==> src/rtl/core_sequencer_if.sv <==
// core_sequencer_if
// Groups the instruction-fetch and data-memory handshake signals of the
// sequencer.
//   master : sequencer side (drives requests, receives valid/done/data)
//   slave  : memory side    (receives requests, drives valid/done/data)
// Handshake: a request is held high for the whole FETCH (imem_req) or MEM
// (dmem_req) state. The memory answers by raising imem_valid / dmem_done
// for one cycle. The response is sampled on the rising edge only while the
// matching request is high, and is ignored at all other times.
interface core_sequencer_if;
    logic        imem_req;
    logic [31:0] imem_addr;
    logic        imem_valid;
    logic [31:0] imem_rdata;
    logic        dmem_req;
    logic        dmem_done;

    modport master (
        output imem_req,
        output imem_addr,
        input  imem_valid,
        input  imem_rdata,
        output dmem_req,
        input  dmem_done
    );

    modport slave (
        input  imem_req,
        input  imem_addr,
        output imem_valid,
        output imem_rdata,
        input  dmem_req,
        output dmem_done
    );
endinterface

==> src/rtl/core_sequencer.sv <==
// core_sequencer
// Multi-cycle control FSM for the RV32 core:
// FETCH -> DECODE -> EXECUTE -> [MEM] -> WRITEBACK.
// It holds the instruction register and the retired-instruction counter,
// and produces one pc_enable strobe per retired instruction.
// Ports:
//   clk, reset (async, active-low)
//   run                            level, core may execute while high
//   pc_in                          current PC
//   mem (core_sequencer_if.master) imem/dmem handshakes
//   instr_out, instr_valid         instruction register and its qualifier
//   is_mem, no_wb, illegal, is_branch, branch_taken   decoder/execute info
//   regfile_we, pc_enable, pc_jump                    writeback strobes
//   halt_req, halted               halt at an instruction boundary
//   fault                          sticky memory-timeout / illegal fault
//   state                          encoded FSM state for debug
//   instret                        retired-instruction count (wraps)
module core_sequencer #(
    parameter int          TIMEOUT_CYCLES = 64,
    parameter logic [31:0] RESET_INSTR    = 32'h0000_0013
) (
    input  logic                     clk,
    input  logic                     reset,
    input  logic                     run,
    input  logic [31:0]              pc_in,
    core_sequencer_if.master         mem,
    output logic [31:0]              instr_out,
    output logic                     instr_valid,
    input  logic                     is_mem,
    input  logic                     no_wb,
    input  logic                     illegal,
    input  logic                     is_branch,
    input  logic                     branch_taken,
    output logic                     regfile_we,
    output logic                     pc_enable,
    output logic                     pc_jump,
    input  logic                     halt_req,
    output logic                     halted,
    output logic                     fault,
    output logic [2:0]               state,
    output logic [31:0]              instret
);

    typedef enum logic [2:0] {
        IDLE      = 3'd0,
        FETCH     = 3'd1,
        DECODE    = 3'd2,
        EXECUTE   = 3'd3,
        MEM       = 3'd4,
        WRITEBACK = 3'd5,
        HALT      = 3'd6,
        FAULT     = 3'd7
    } state_t;

    localparam logic [7:0] TO_LAST = 8'(TIMEOUT_CYCLES - 1);

    state_t      st_q, st_d;
    logic [7:0]  wait_cnt;
    logic        imem_req_c;
    logic        dmem_req_c;
    logic        waiting;
    logic        timed_out;

    // A wait cycle is one spent in FETCH/MEM without a response. The
    // counter is zero everywhere else, so it is cleared on entry to
    // either waiting state.
    assign waiting   = (st_q == FETCH && !mem.imem_valid) ||
                       (st_q == MEM   && !mem.dmem_done);
    assign timed_out = waiting && (wait_cnt == TO_LAST);

    assign state         = st_q;
    assign mem.imem_req  = imem_req_c;
    assign mem.imem_addr = imem_req_c ? pc_in : 32'd0;
    assign mem.dmem_req  = dmem_req_c;

    always_ff @(posedge clk or negedge reset) begin
        if (!reset) begin
            st_q      <= IDLE;
            wait_cnt  <= 8'd0;
            instr_out <= RESET_INSTR;
            instret   <= 32'd0;
        end else begin
            st_q     <= st_d;
            wait_cnt <= waiting ? wait_cnt + 8'd1 : 8'd0;
            if (st_q == FETCH && mem.imem_valid) begin
                instr_out <= mem.imem_rdata;
            end
            if (st_q == WRITEBACK) begin
                instret <= instret + 32'd1;
            end
        end
    end

    always_comb begin
        st_d        = st_q;
        imem_req_c  = 1'b0;
        dmem_req_c  = 1'b0;
        instr_valid = 1'b0;
        regfile_we  = 1'b0;
        pc_enable   = 1'b0;
        pc_jump     = 1'b0;
        halted      = 1'b0;
        fault       = 1'b0;
        case (st_q)
            IDLE: begin
                if (run) st_d = FETCH;
            end
            FETCH: begin
                imem_req_c = 1'b1;
                // A response in the final allowed cycle still wins.
                if (mem.imem_valid) st_d = DECODE;
                else if (timed_out) st_d = FAULT;
            end
            DECODE: begin
                instr_valid = 1'b1;
                st_d        = illegal ? FAULT : EXECUTE;
            end
            EXECUTE: begin
                instr_valid = 1'b1;
                st_d        = is_mem ? MEM : WRITEBACK;
            end
            MEM: begin
                instr_valid = 1'b1;
                dmem_req_c  = 1'b1;
                if (mem.dmem_done) st_d = WRITEBACK;
                else if (timed_out) st_d = FAULT;
            end
            WRITEBACK: begin
                instr_valid = 1'b1;
                regfile_we  = !no_wb;
                pc_enable   = 1'b1;
                pc_jump     = is_branch & branch_taken;
                // halt_req outranks run=0 at the instruction boundary.
                if (halt_req)  st_d = HALT;
                else if (!run) st_d = IDLE;
                else           st_d = FETCH;
            end
            HALT: begin
                halted = 1'b1;
                if (!halt_req) st_d = run ? FETCH : IDLE;
            end
            FAULT: begin
                fault = 1'b1;
            end
            default: st_d = IDLE;
        endcase
    end

endmodule

==> src/flat_wrapper.sv <==
// flat-port wrapper written by rule: the top's interface ports become plain ports
module core_sequencer_flat 
#(
    parameter int          TIMEOUT_CYCLES = 64,
    parameter logic [31:0] RESET_INSTR    = 32'h0000_0013
)
  (clk, reset, run, pc_in, instr_out, instr_valid, is_mem, no_wb, illegal, is_branch, branch_taken, regfile_we, pc_enable, pc_jump, halt_req, halted, fault, state, instret, mem_imem_req, mem_imem_addr, mem_imem_valid, mem_imem_rdata, mem_dmem_req, mem_dmem_done);
  core_sequencer_if mem_i ();
  input  logic clk;
  input  logic reset;
  input  logic run;
  input  logic [31:0] pc_in;
  output logic [31:0] instr_out;
  output logic instr_valid;
  input  logic is_mem;
  input  logic no_wb;
  input  logic illegal;
  input  logic is_branch;
  input  logic branch_taken;
  output logic regfile_we;
  output logic pc_enable;
  output logic pc_jump;
  input  logic halt_req;
  output logic halted;
  output logic fault;
  output logic [2:0] state;
  output logic [31:0] instret;
  output wire logic [$bits(mem_i.imem_req)-1:0] mem_imem_req;
  output wire logic [$bits(mem_i.imem_addr)-1:0] mem_imem_addr;
  input wire logic [$bits(mem_i.imem_valid)-1:0] mem_imem_valid;
  input wire logic [$bits(mem_i.imem_rdata)-1:0] mem_imem_rdata;
  output wire logic [$bits(mem_i.dmem_req)-1:0] mem_dmem_req;
  input wire logic [$bits(mem_i.dmem_done)-1:0] mem_dmem_done;
  assign mem_imem_req = mem_i.imem_req;
  assign mem_imem_addr = mem_i.imem_addr;
  assign mem_i.imem_valid = mem_imem_valid;
  assign mem_i.imem_rdata = mem_imem_rdata;
  assign mem_dmem_req = mem_i.dmem_req;
  assign mem_i.dmem_done = mem_dmem_done;
  core_sequencer #(.TIMEOUT_CYCLES(TIMEOUT_CYCLES), .RESET_INSTR(RESET_INSTR)) u_core (.clk(clk), .reset(reset), .run(run), .pc_in(pc_in), .mem(mem_i), .instr_out(instr_out), .instr_valid(instr_valid), .is_mem(is_mem), .no_wb(no_wb), .illegal(illegal), .is_branch(is_branch), .branch_taken(branch_taken), .regfile_we(regfile_we), .pc_enable(pc_enable), .pc_jump(pc_jump), .halt_req(halt_req), .halted(halted), .fault(fault), .state(state), .instret(instret));
endmodule
==> config.mk <==
export PLATFORM = sky130hd
export DESIGN_NAME = core_sequencer_flat
export DESIGN_NICKNAME = d
export VERILOG_FILES = /design/src/rtl/core_sequencer_if.sv /design/src/rtl/core_sequencer.sv /design/src/flat_wrapper.sv
export SDC_FILE = /design/constraint.sdc
export NUM_CORES = 1
export LEC_CHECK = 0
export BUFFER_PORTS_ARGS = -buffer_cell sky130_fd_sc_hd__buf_2
export CAP_MARGIN = 25
export CORE_MARGIN = 5
export CORE_UTILIZATION = 29
export DETAILED_ROUTE_END_ITERATION = 8
export PLACE_DENSITY = 0.55
export SLEW_MARGIN = 10
export SYNTH_ARGS = -nofsm -noshare
export SYNTH_HDL_FRONTEND = slang
export SYNTH_SLANG_ARGS = --single-unit
==> constraint.sdc <==
create_clock -name clk -period 2.8 [get_ports clk]
set_input_delay 0.28 -clock clk [delete_from_list [all_inputs] [get_ports clk]]
set_output_delay 0.28 -clock clk [all_outputs]
set_load 0.01 [all_outputs]
==> flow_metrics.tcl, run 1 <==
set metrics [dict create \
    rsz0062_at_grt "false" \
    remaining_drc_errors 0 \
    crit_type "reg -> out" \
    endpoint_kind "primary output" \
    seq_power_share_pct 37.3 \
    final_antenna_net_count 0 \
    slew_violations 0 \
    yosys_warnings 0 \
    setup_violations 0 \
    grt_pass1_wl_mm 15.6 \
    required_ns 2.52 \
    internal_power_uw 2930 \
    dp_hpwl_mm 7.18 \
    place.gp.congestion 0.849 \
    cp-start-kind "flop" \
    cap_viol_max_count 0 \
    grt_max_degree 76 \
    syn_to_final_growth_pct 38.8 \
    arrival_ns 1.76 \
    avgSynthCellArea_um2 11.5 \
    status "completed" \
    dp.cells 627 \
    synth_cells 309 \
    ys_seq_area_share_pct 52.8 \
    port_buffers 181 \
    vias 2931 \
    worst_clock_skew_ns 0.00725 \
    cts.sinks 75 \
    dpl_cell_area_um2 4590 \
    final_util_pct 41.2 \
    rows 40 \
    fin_crit_sh_pct 72.9 \
    hp-class "in -> reg" \
    die_h_um 121 \
    cts_resized 0 \
    grt_pass1_vias 3109 \
    layout_common_cells "buf_2, dfrtp_1, and2_1" \
    final_cells 645 \
    p_switching_uw 1450 \
    clk_latency_ns 0.33 \
    swShare_pct 33.1 \
    antenna-diode-count 0 \
    slew-limit-headroom_pct 65.2 \
    syn_area_um2 3560 \
    antenna_found_initial 0 \
    grt_overflow 0 \
    drt_iter0_drc 121 \
    hold_violations 0 \
    drt_wl_total_mm 9.27 \
    fmaxAchievable_ghz 0.490 \
    critPathMaxFanout 34 \
    layout-drive-gt1-share_pct 43.0 \
    ir_worst_vdd_v 0.000372 \
    synth.net_count 386 \
    wire_per_inst_um 14.4 \
    drt_first_pass_iters 4 \
    initial_core_util_pct 29.7 \
    yosys_register_bits 75 \
    clockPowerShare_pct 28.9 \
    cts_tree "built" \
    nets 570 \
    clk_pin_slew_ns 0.06 \
    viasPerCell 4.54 \
    cts.path.max_buffers 2 \
    leakagePower_uw 0.00261 \
    cts_root_buffer "clkbuf_16" \
    numCtsBuffers 9 \
    synthDistinctLibCells 43 \
    fin_area_um2 4950 \
    pwr_density_cell_nw_per_um2 884 \
    die_area_um2 14600 \
    worst_slew_pin_slew_ns 0.523 \
    period_minus_slack_ns 2.04 \
    r2r_setup_slack_ns 0.92 \
    die_x_um 121 \
    ios 182 \
    final_common_cell "buf_2" \
    core-area_um2 12000 \
    setup_tns_ns 0 \
    grtUsageTotal_pct 13.3 \
    pwr-share-comb_pct 33.8 \
    h-tree-depth 3 \
]
[final cells by class]
class                           count  area (um2)
Clock buffer                       12         256
Tap cell                          147         184
Multi-Input combinational cell    215        1570
Fill cell                        1178        7060
Inverter                            7        26.3
Sequential cell                    75        1880
Clock inverter                      4        72.6
Timing Repair Buffer              185         953
[metal layers]
layer | wire length (um) | track usage [%]
met4 | 162 | 5.31
met5 | 0 | 0
met2 | 4580 | 22.0
met1 | 3760 | 15.9
met3 | 771 | 4.29
[Yosys cell counts, drive strengths merged]
cell type,count,area share [%]
dfrtp,72,51
and2,40,7.0
mux2,32,10
xnor2,20,4.9
xor2,17,4.2
nor2,15,1.6
nand3,14,2.1
nand2,13,1.4
nand4,10,2.4
and3,9,1.6
nor3,9,1.3
buf,8,1.9
inv,7,0.74
o21ai,6,0.95
and4,4,1.1
clkbuf,4,0.42
nand2b,4,0.70
a21oi,3,0.42
dfstp,3,2.2
nor3b,3,0.77
nor4,3,0.53
ha,2,0.70
nor2b,2,0.35
a211oi,1,0.21
a311oi,1,0.25
a31oi,1,0.18
and4b,1,0.39
nand3b,1,0.21
o211a,1,0.28
o32ai,1,0.25
or3,1,0.18
or3b,1,0.25
[final timing paths]
check / start / end / cells past startpoint
max reg2reg: u_core.state[1] / u_core.instr_out[25] / 4
max in group asynchronous: reset / u_core.instr_out[17] / 3
min reg2reg: u_core.instret[31] / u_core.instret[31] / 1
min in group asynchronous: reset / u_core.instret[26] / 2
max: u_core.state[1] / mem_imem_addr[2] / 4
min: mem_imem_rdata[31] / u_core.instr_out[31] / 2
[registers in the layout, indices dropped and copies added (netlist names)]
| signal | flops |
|---|---|
| u_core.instret | 32 |
| u_core.wait_cnt | 8 |
| u_core.state | 3 |
| u_core.instr_out | 32 |
[stage by stage]
stage                     setup WS [ns]  hold slack, ns  power [uW]
after floorplan                    1.16         -0.0156        2510
after global placement            0.948           0.459        3120
after detailed placement          0.887           0.464        3160
after CTS                         0.715           0.143        4460
after global routing              0.584           0.153        4700
final                             0.760           0.162        4370
[timing repair]
| item | in CTS | in global routing |
|---|---|---|
| endpoints found under the hold margin | 0 | 35 |
| buffers inserted | 0 | 0 |
| hold buffers | 0 | 1 |
[power by group through the flow]
stage | Clock (uW) | Combinational, uW | Sequential, uW
CTS | 1310 | 1510 | 1640
floorplan | 0 | 776 | 1730
finish | 1260 | 1480 | 1630
global route | 1360 | 1650 | 1690
global placement | 0 | 1490 | 1630
detailed placement | 0 | 1510 | 1650
[cell families after synthesis]
family	synth area share, %
adders and majority gates	0.702
DFF	52.8
AOI/OAI and AO/OA	2.53
xor gates and xnor gates	9.09
and+or+nand+nor	21.7
buffers and inverters	3.05
muxes	10.1
[critical path, stage by stage (launching register included)]
cell and delay [ns]:
dfrtp_1 0.56, nor3b_2 0.27, buf_4 0.27, and2_1 0.19, buf_2 0.14
Power figures use the tool's default switching activity.
==> inputs of run 2 (changes only) <==
--- a/config.mk
+++ b/config.mk
@@ -5,6 +5,7 @@
 export SDC_FILE = /design/constraint.sdc
 export NUM_CORES = 1
 export LEC_CHECK = 0
+export ABC_AREA = 1
 export BUFFER_PORTS_ARGS = -buffer_cell sky130_fd_sc_hd__buf_2
 export CAP_MARGIN = 25
 export CORE_MARGIN = 5
==> constraint.sdc (replaced) <==
create_clock -name clk -period 1.6 [get_ports clk]
set_input_delay 0.16 -clock clk [delete_from_list [all_inputs] [get_ports clk]]
set_output_delay 0.16 -clock clk [all_outputs]
set_load 0.01 [all_outputs]
==> flow_metrics.tcl, run 2 <==
set metrics [dict create \
    cts_tree "built" \
    seqCellArea_um2 1880 \
    crit_start "u_core.state[1]" \
    grt_pass1_vias 4019 \
    setup_tns_ns -0.106 \
    setup_violations 21 \
    drt_wl_total_mm 12.9 \
    timing.rr.start "u_core.state[0]" \
    route.met2.wl_mm 6.03 \
    n_fill_cell 1424 \
    die_area_um2 16800 \
    antenna_found_initial 0 \
    critPathMaxFanout 8 \
    cp-start-kind "flop" \
    grt_pass1_wl_mm 19.8 \
    yosys-top-cells-area "dfrtp_1, nand2_1, nor2_1" \
    synth-compound-area-share_pct 2.23 \
    setup_slack_ns -0.0157 \
    yosys_register_bits 75 \
    grt_max_degree 39 \
    rsz0062_at_grt "true" \
    clk_pin_slew_ns 0.06 \
    synth_cells 568 \
    h-tree-depth 3 \
    cts_root_buffer "clkbuf_16" \
    place.gp.congestion 0.839 \
    numCtsBuffers 9 \
    ys.flop_type "dfrtp_1" \
    layout_common_cells "nand2_1, buf_2, dfrtp_1" \
    grtUsageTotal_pct 15.0 \
    fin_crit_sh_pct 101 \
    dp_hpwl_mm 9.70 \
    drt_first_pass_iters 4 \
    synth_top_area_share_pct 43.4 \
    nets 859 \
    r2r_setup_slack_ns 0.05 \
    layout-drive-gt1-share_pct 37.4 \
    initial_core_util_pct 29.8 \
    grt_overflow 0 \
    synthDistinctLibCells 32 \
    antenna-diode-count 0 \
    violations "negative setup slack" \
    synth_area_leader_cell "dfrtp_1" \
    route.met3.wl_mm 1.22 \
    met1_length_mm 5.46 \
    remaining_drc_errors 0 \
    ys_async_sr_fraction_pct 100 \
    synth_simple_gate_area_share_pct 39.0 \
    slew_violations 0 \
    synth_top_family_by_area "simple AND/OR/NAND/NOR gates" \
    top_layer "met4" \
    fmaxAchievable_ghz 0.619 \
    arrival_ns 1.46 \
    final_cells 966 \
    viasPerCell 4.39 \
    period_minus_slack_ns 1.62 \
    rr_worst_depth 9 \
    endpoint_kind "primary output" \
    rows 43 \
    die_x_um 130 \
    clk_latency_ns 0.33 \
    die_h_um 130 \
    required_ns 1.44 \
    pwr_density_cell_nw_per_um2 1460 \
    port_buffers 181 \
    synthMuxAreaShare_pct 0 \
    ios 182 \
    multi_input_area_um2 2060 \
    cts.sinks 75 \
    reg.largest.list "u_core.instr_out: 32 flops, u_core.instret: 32 flops, u_core.wait_cnt: 8 flops" \
    netlist_top_cells_count "nand2_1, nor2_1, dfrtp_1" \
    cap_viol_max_count 0 \
    synth_adder_area_share_pct 0.603 \
    vias 4237 \
    r2r-end "u_core.state[1]" \
    hp-class "in -> reg" \
    avgSynthCellArea_um2 7.30 \
    final_common_cell "nand2_1" \
    crit_end "mem_imem_addr[12]" \
    ys_seq_area_share_pct 45.3 \
    wire_per_inst_um 13.4 \
    syn_to_final_growth_pct 47.3 \
    syn_area_um2 4150 \
    drt_iter0_drc 206 \
    synth_most_common_cell "nand2_1" \
    core-area_um2 13900 \
    cts.path.max_buffers 2 \
    synth_xor_area_share_pct 4.61 \
    ir_worst_vdd_v 0.000717 \
    synth.net_count 645 \
    status "finished, violations left" \
    hold_violations 0 \
    synth_edf_count 0 \
    worst_slew_pin_slew_ns 0.322 \
    final_antenna_net_count 0 \
    slew-limit-headroom_pct 78.5 \
    power.total_uw 8940 \
    crit_type "reg -> out" \
    dp.cells 931 \
    worst_clock_skew_ns 0.00542 \
    yosys_warnings 0 \
    leakagePower_uw 0.00335 \
]
==> run 2: changes by cell type after synthesis, moves of 9 or more <==
| cell | before | now |
|---|---|---|
| inv_1 | 5 | 64 |
| nand2_1 | 13 | 219 |
| and3_1 | 9 | 0 |
| nor2_1 | 15 | 88 |
| mux2_1 | 30 | 0 |
| xnor2_1 | 20 | 9 |
| and2_1 | 40 | 0 |
==> run 2: per-stage QoR <==
step                      cell area [um2]  setup WS [ns]  util (%)  hold WS [ns]
after floorplan                      4150        0.00578         -        -0.136
after global placement               5330         0.0883      38.2        0.0685
after detailed placement             5330         0.0608      38.2        0.0675
after CTS                            5810        -0.0288      41.7        0.0114
after global routing                 6110         -0.113      43.9        0.0234
final                                6110        -0.0157      43.9        0.0227
==> run 2: metal layers <==
layer,up-vias,global-route usage (%)
li1,2145,-
met1,1913,18.8
met2,164,25.1
met3,15,3.67
met4,0,5.68
met5,-,0
==> run 2: worst max-delay path: stages (launching register included) <==
cell and delay, ns:
dfrtp_1 0.38, buf_6 0.14, nor2_4 0.10, nand2_4 0.11, buf_16 0.18, nor2_1 0.08
buf_2 0.13
==> run 2: worst min-delay path by stage <==
stage                             startpoint                   end  slack (ns)  depth (start not counted)
final                     mem_imem_rdata[10]  u_core.instr_out[10]        0.02                          3
after global routing      mem_imem_rdata[18]  u_core.instr_out[18]        0.02                          3
after CTS                 mem_imem_rdata[10]  u_core.instr_out[10]        0.01                          3
after detailed placement               reset    u_core.instret[21]        0.07                          1
after global placement                 reset    u_core.instret[25]        0.07                          1
after floorplan                        reset  u_core.instr_out[10]       -0.14                          0
==> run 2: cells by family after synthesis <==
group                      count (synthesis)
AOI/OAI and AO/OA                         17
xor gates and xnor gates                  21
adders and majority gates                  2
buffers and inverters                     82
DFF                                       75
and+or+nand+nor                          371
==> run 2: final cells by class <==
cell class              instances  area share, %
clock inverters                 3           1.06
clock buffers                  12           3.87
flip-flops and latches         75           30.8
repair buffers                217           22.5
multi-input cells             411           33.7
inverters                      68           4.34
well taps                     180           3.69
==> run 2: repair_timing <==
item,CTS,global route
resized for setup,19,55
hold buffers,1,0
pin swaps,1,2
endpoints found under the setup margin,38,77
buffers inserted,8,8
hold endpoints to repair,18,0
cloned,2,1
==> run 2: power breakdown <==
group / total (uW) / internal (uW) / switching, uW
clock network: 2120 / 1360 / 761
logic: 4100 / 1830 / 2270
registers: 2730 / 2410 / 322
total: 8940 / 5590 / 3350
